===== src/rtl/inner_sched_pkg.sv =====
// inner_sched_pkg: FSM encoding and default FIFO sizing shared by the scheduler and its result FIFO
package inner_sched_pkg;
  typedef enum logic [1:0] {IDLE = 2'd0, RUN = 2'd1, DRAIN = 2'd2, DONE = 2'd3} state_t;
  localparam int FIFO_DEPTH_DEF = 8;
  localparam int CNT_W = $clog2(FIFO_DEPTH_DEF + 1);
  localparam int PTR_W = $clog2(FIFO_DEPTH_DEF);
endpackage


===== src/rtl/inner_sched_fifo.sv =====
// inner_sched_fifo: synchronous result FIFO with count/full/empty and a register-array head output
// Ports: clock/aclr_n (async active-low reset), i_push/i_din write side, i_pop read side
// (ignored when empty), o_dout head entry, o_count occupancy, o_full/o_empty flags.
module inner_sched_fifo
  import inner_sched_pkg::*;
#(
  parameter int DEPTH = FIFO_DEPTH_DEF,
  parameter int W = 32,
  parameter int CW = CNT_W,
  parameter int PW = PTR_W
) (
  input  logic          clock,
  input  logic          aclr_n,
  input  logic          i_push,
  input  logic [W-1:0]  i_din,
  input  logic          i_pop,
  output logic [W-1:0]  o_dout,
  output logic [CW-1:0] o_count,
  output logic          o_full,
  output logic          o_empty
);
  logic [W-1:0] r_mem [DEPTH];
  logic [PW-1:0] r_wr, r_rd;
  logic [CW-1:0] r_cnt;
  logic w_push, w_pop;
  assign o_empty = r_cnt == '0;
  assign o_full = r_cnt == CW'(DEPTH);
  assign w_push = i_push && !o_full;
  assign w_pop = i_pop && !o_empty;
  assign o_count = r_cnt;
  assign o_dout = r_mem[r_rd];
  always_ff @(posedge clock or negedge aclr_n) begin
    if (!aclr_n) begin
      for (int i = 0; i < DEPTH; i++) r_mem[i] <= '0;
      r_wr <= '0;
      r_rd <= '0;
      r_cnt <= '0;
    end else begin
      if (w_push) begin
        r_mem[r_wr] <= i_din;
        r_wr <= r_wr + 1'b1;
      end
      if (w_pop) r_rd <= r_rd + 1'b1;
      r_cnt <= r_cnt + CW'(w_push) - CW'(w_pop);
    end
  end
endmodule


===== src/rtl/inner_function_scheduler.sv =====
// inner_function_scheduler: credit-gated issue sequencer and result collector for the fixed-latency inner_function pipeline
// Ports: clock/aclr_n (async active-low reset); cmd_start/cmd_len job command; in_valid/in_data/in_ready
// operand stream; fu_clk_en/fu_start/fu_dataa/fu_result/fu_done pipeline side; out_valid/out_data/out_ready
// result stream; busy, job_done (one-cycle pulse), err (sticky).
// Optional INNER_SCHED_DONE_CHECK_EN: compares fu_done with the internal capture tap and latches err.
module inner_function_scheduler
  import inner_sched_pkg::*;
#(
  parameter int LATENCY = 31,
  parameter int FIFO_DEPTH = FIFO_DEPTH_DEF,
  parameter int LEN_W = 16
) (
  input  logic             clock,
  input  logic             aclr_n,
  input  logic             cmd_start,
  input  logic [LEN_W-1:0] cmd_len,
  input  logic             in_valid,
  input  logic [31:0]      in_data,
  output logic             in_ready,
  output logic             fu_clk_en,
  output logic             fu_start,
  output logic [31:0]      fu_dataa,
  input  logic [31:0]      fu_result,
  input  logic             fu_done,
  output logic             out_valid,
  output logic [31:0]      out_data,
  input  logic             out_ready,
  output logic             busy,
  output logic             job_done,
  output logic             err
);
  localparam int CW = $clog2(FIFO_DEPTH + 1);
  localparam int OW = CW + 1;
  state_t r_state, w_next;
  logic [LEN_W-1:0] r_len, r_issue;
  logic [LATENCY-1:0] r_vpipe;
  logic [CW-1:0] r_inflight, w_cnt;
  logic [OW-1:0] w_occ;
  logic w_acc, w_cap, w_pop, w_empty, w_unused_full;
  // Credit counts results already promised to the FIFO; a same-cycle pop only frees credit next cycle.
  assign w_occ = OW'(r_inflight) + OW'(w_cnt);
  assign w_acc = in_valid && in_ready;
  assign w_cap = r_vpipe[LATENCY-1];
  assign w_pop = out_ready && out_valid;
  assign out_valid = !w_empty;
  always_ff @(posedge clock or negedge aclr_n) begin
    if (!aclr_n) r_state <= IDLE;
    else r_state <= w_next;
  end
  always_comb begin
    w_next = r_state;
    case (r_state)
      IDLE: w_next = cmd_start ? ((cmd_len == '0) ? DONE : RUN) : IDLE;
      RUN: w_next = (r_issue == r_len) ? DRAIN : RUN;
      DRAIN: w_next = (!(|r_vpipe) && w_empty && !w_pop) ? DONE : DRAIN;
      default: w_next = IDLE;
    endcase
  end
  always_comb begin
    busy = r_state != IDLE;
    job_done = r_state == DONE;
    in_ready = (r_state == RUN) && (r_issue < r_len) && (w_occ < OW'(FIFO_DEPTH));
  end
  always_ff @(posedge clock or negedge aclr_n) begin
    if (!aclr_n) begin
      r_len <= '0;
      r_issue <= '0;
      r_vpipe <= '0;
      r_inflight <= '0;
      fu_start <= 1'b0;
      fu_dataa <= '0;
      fu_clk_en <= 1'b0;
    end else begin
      fu_clk_en <= 1'b1;
      if (r_state == IDLE && cmd_start) begin
        r_len <= cmd_len;
        r_issue <= '0;
      end else if (w_acc) r_issue <= r_issue + 1'b1;
      r_vpipe <= {r_vpipe[LATENCY-2:0], w_acc};
      r_inflight <= r_inflight + CW'(w_acc) - CW'(w_cap);
      fu_start <= w_acc;
      if (w_acc) fu_dataa <= in_data;
    end
  end
  inner_sched_fifo #(.DEPTH(FIFO_DEPTH), .W(32), .CW(CW), .PW($clog2(FIFO_DEPTH))) u_fifo (
    .clock(clock),
    .aclr_n(aclr_n),
    .i_push(w_cap),
    .i_din(fu_result),
    .i_pop(out_ready),
    .o_dout(out_data),
    .o_count(w_cnt),
    .o_full(w_unused_full),
    .o_empty(w_empty)
  );
`ifdef INNER_SCHED_DONE_CHECK_EN
  logic r_err;
  always_ff @(posedge clock or negedge aclr_n) begin
    if (!aclr_n) r_err <= 1'b0;
    else r_err <= r_err | (fu_done ^ w_cap);
  end
  assign err = r_err;
`else
  logic w_unused_done;
  assign w_unused_done = fu_done;
  assign err = 1'b0;
`endif
endmodule


===== config.mk =====
export PLATFORM = sky130hd
export DESIGN_NAME = inner_function_scheduler
export DESIGN_NICKNAME = d
export VERILOG_FILES = /design/src/rtl/inner_sched_pkg.sv /design/src/rtl/inner_sched_fifo.sv /design/src/rtl/inner_function_scheduler.sv
export SDC_FILE = /design/constraint.sdc
export NUM_CORES = 1
export LEC_CHECK = 0
export BUFFER_PORTS_ARGS = -buffer_cell sky130_fd_sc_hd__buf_2
export CAP_MARGIN = 15
export CORE_MARGIN = 1
export CORE_UTILIZATION = 60
export DETAILED_ROUTE_END_ITERATION = 8
export PLACE_DENSITY = 0.8
export REMOVE_ABC_BUFFERS = 1
export SYNTH_ARGS = -nofsm -noshare
export SYNTH_HDL_FRONTEND = slang
export SYNTH_HIERARCHICAL = 1
export SYNTH_SLANG_ARGS = --single-unit

===== constraint.sdc =====
create_clock -name clock -period 4 [get_ports clock]
set_clock_uncertainty 0.1 [all_clocks]
set_input_delay 0.2 -clock clock [delete_from_list [all_inputs] [get_ports clock]]
set_output_delay 0.2 -clock clock [all_outputs]
set_load 0.005 [all_outputs]

==> impl_results.md <==
- IO Port Bufs: 154
- First-pass iteration count of the detailed router: 4
- Pre-CTS WS: 0.575 ns
- Max-cap viol count: 0
- Final worst-path cycle share: 86.1%
- IO Pins: 157
- Switching share of power: 28.5%
- Status: finished, final reports clean
- CTS tree: yes
- Global-route wire length before repair: 57800 um
- Commonest non-fill, non-tap cell in the layout: dfrtp_1
- H-tree Lvls: 2
- Cells after Synth: 1078
- Gpl congestion: 0.779
- Layout area overhead: 19.0%
- Critical path buffers and inverters: 1
- Clk buf depth: 3
- Synth warn: 6
- Leak: 0.00969 uW
- Vias in the first global route: 10757
- Average routed wire per standard cell: 20.8 um
- GRT Overall Usage: 25.9%
- Most frequent cells in the layout: 365 x dfrtp_1, 226 x mux2_2, 153 x buf_2
- Core Region: 27300 um2
- Fin crit period: 3.44 ns
- Num CTS Buffers: 38
- Final setup violation count: 0
- Setup TNS Final: 0 ns
- FF+latch area: 9220 um2
- Register area share after synthesis: 54.8%
- Reg2reg start: r_inflight[2]
- CP Max Fanout: 40
- Fraction of layout cells with a size suffix above 1: 47.9%
- Clock power frac: 27.2%
- Clock-pin slew on the worst setup and hold paths: 0.06 ns
- Worst Reg-to-Reg Cells: 8
- Clock sink count: 368
- Worst path depth: 8
- Initial DRC count: 653
- Worst slew pin tran: 1.09 ns
- Die Wd: 169 um
- Worst path required time: 4.30 ns
- Area of the multi-input gates: 7050 um2
- Crit start category: flop
- Power Dens Cells: 690 nW/um2
- Worst Hold Depth: 3
- DRT antenna net count: 0
- Synth cell types: 48
- Vias/cell: 5.79
- Min-delay worst type: input pin to flop
- Die Y: 169 um
- # DRC: 0
- Final hold vios: 0
- Total gr overflow: 0
- Top delay family on crit path: buffers and inverters
- NumNets Final: 1432
- CP max-delay cell: inv_2
- Internal power: 9870 uW
- Via Count: 9913
- Root Buffer: clkbuf_16
- DP Wirelength: 19900 um
- Yosys reg bits: 368
- Hold endpoint: r_issue[0]
- Initial Utilization: 61.7%
- Largest net degree at the start of global routing: 130
- Setup slack, reg-to-reg: 0.56 ns
- Crit-path max cell delay: 0.85 ns
- Worst-Skew Late Latency: 0.52 ns
- Top_reg_cell synth: dfrtp_1
- RSZ-0062 raised after global routing: no
- Asr flop ratio synth: 100%
- Reg power frac: 41.2%
- Post-synth EDFFs: 0
- Full die area: 28700 um2
- Crit path kind: flop to flop
- Cell Rows: 60
- Fmax: 0.290 GHz
- Combinational Power Share: 31.6%
- Initial antenna violation count: 1
- Filler cells: 1660
- Peak supply drop: 415 uV
- Critical path, cell by cell: ha_1, nor4b_1, o211ai_1, a21oi_1, nand4_2, inv_2, mux2_2, a21o_1
- Hold Crit Start: in_valid
- Setup crit end kind: flop
- Final design utilization: 73.4%
- Crit path DAT: 3.74 ns
- Post-synthesis area per instance: 15.6 um2
- Synthesized cell area: 16800 um2
- Post-route worst setup slack: 0.557 ns
- Slew HR: 27.5%
- Switching pwr: 3940 uW
- Final wirelength: 35600 um
- R2r endpoint: r_issue[10]
- Slew Limit Fails: 0
sequential cells by signal (all words and copies together) (netlist names):
name	flops
u_fifo/r_mem	256
fu_dataa	32
r_vpipe	31
r_issue	16
r_len	16
r_inflight	4
u_fifo/o_count	4
u_fifo/r_rd	3
u_fifo/r_wr	3
r_state	2
fu_clk_en	1
cells in the mapped netlist, types with 2 or more instances:
master	number	share of area, %
or3_1	7	0.26
fa_1	2	0.24
nand4_1	6	0.22
nand2_1	41	0.92
nand2b_1	3	0.11
nor4b_2	2	0.18
xnor2_1	7	0.36
inv_1	35	0.78
conb_1	2	0.045
buf_12	6	0.71
a21o_1	7	0.31
a31o_2	4	0.21
nand3_1	13	0.39
nor4b_1	2	0.10
mux2_4	98	8.8
or4_1	4	0.18
and2_1	2	0.074
xor2_1	3	0.16
nor2_1	5	0.11
dfrtp_1	368	55
ha_1	32	2.4
mux2i_1	3	0.18
buf_2	24	0.71
a21oi_1	15	0.45
and3_1	3	0.11
or2_2	2	0.074
or4b_4	2	0.16
clkbuf_1	15	0.33
nor4_1	11	0.41
nor3_1	8	0.24
mux2_2	226	15
o211ai_1	3	0.13
nor3b_1	2	0.089
buf_1	3	0.067
mux4_2	64	8.6
o21ai_0	26	0.77
buf_6	11	0.74
cell type report:
cell class                 instances  area share, %
timing repair buffer             254           8.93
clock inverter                    14           1.18
antenna                            1         0.0125
tap                              372           2.33
clock buffer                      54           5.51
inverter                          37          0.707
sequential                       368           46.1
multi-input combinational        613           35.3
logic make-up after synthesis:
family	count (synthesis)	synth area share (%)
simple gates	117	3.88
buf+inv	97	3.45
xor+xnor	10	0.521
flops	368	54.8
fa+ha+maj	34	2.62
compound gates	59	2.06
other cells	2	0.0447
mux	391	32.6
worst max path at each step:
| stage | start | to | slack (ns) |
|---|---|---|---|
| after CTS | r_inflight[2] | r_issue[10] | 0.57 |
| after global routing | r_inflight[2] | r_issue[10] | 0.35 |
| final | r_inflight[2] | r_issue[10] | 0.56 |
| after detailed placement | r_inflight[2] | r_issue[10] | 0.58 |
| after global placement | r_issue[15] | r_issue[10] | 0.68 |
| after floorplan | u_fifo/r_rd[0] | out_data[0] | 0.17 |
per-stage QoR:
| step | instance area [um2] | cells | hold WS, ns | total power [uW] |
|---|---|---|---|---|
| after floorplan | 16400 | 1018 | -0.196 | 8580 |
| after global placement | 17800 | 1562 | 0.255 | 9790 |
| after detailed placement | 17800 | 1562 | 0.260 | 9970 |
| after CTS | 20000 | 1712 | 0.126 | 13900 |
| after global routing | 20000 | 1713 | 0.171 | 14500 |
| final | 20000 | 1713 | 0.149 | 13800 |
tightest hold or removal path, cell delays in order:
cell,delay (ns)
buf_2,0.12
nand4_2,0.27
o21ai_0,0.12
what timing repair did:
action                     in CTS  in global routing
gates resized for setup         0                  0
setup endpoints to repair       0                  0
buffers inserted                0                  0
hold endpoints to repair      431                  0
hold buffers                   82                  0
power groups by stage:
stage | logic [uW] | clock network [uW] | registers [uW]
3_3_place_gp | 4150 | 0 | 5650
4_1_cts | 4370 | 3830 | 5670
5_1_grt | 4730 | 3990 | 5820
2_1_floorplan | 3040 | 0 | 5540
3_5_place_dp | 4280 | 0 | 5690
6_report | 4360 | 3760 | 5690
layer usage:
metal / global-route usage, % / wire, um
met5: 0 / 0
met4: 5.68 / 659
met3: 4.83 / 1720
met2: 44.5 / 18000
met1: 34.5 / 15300
Note: power is estimated with default switching activity, not from simulation.
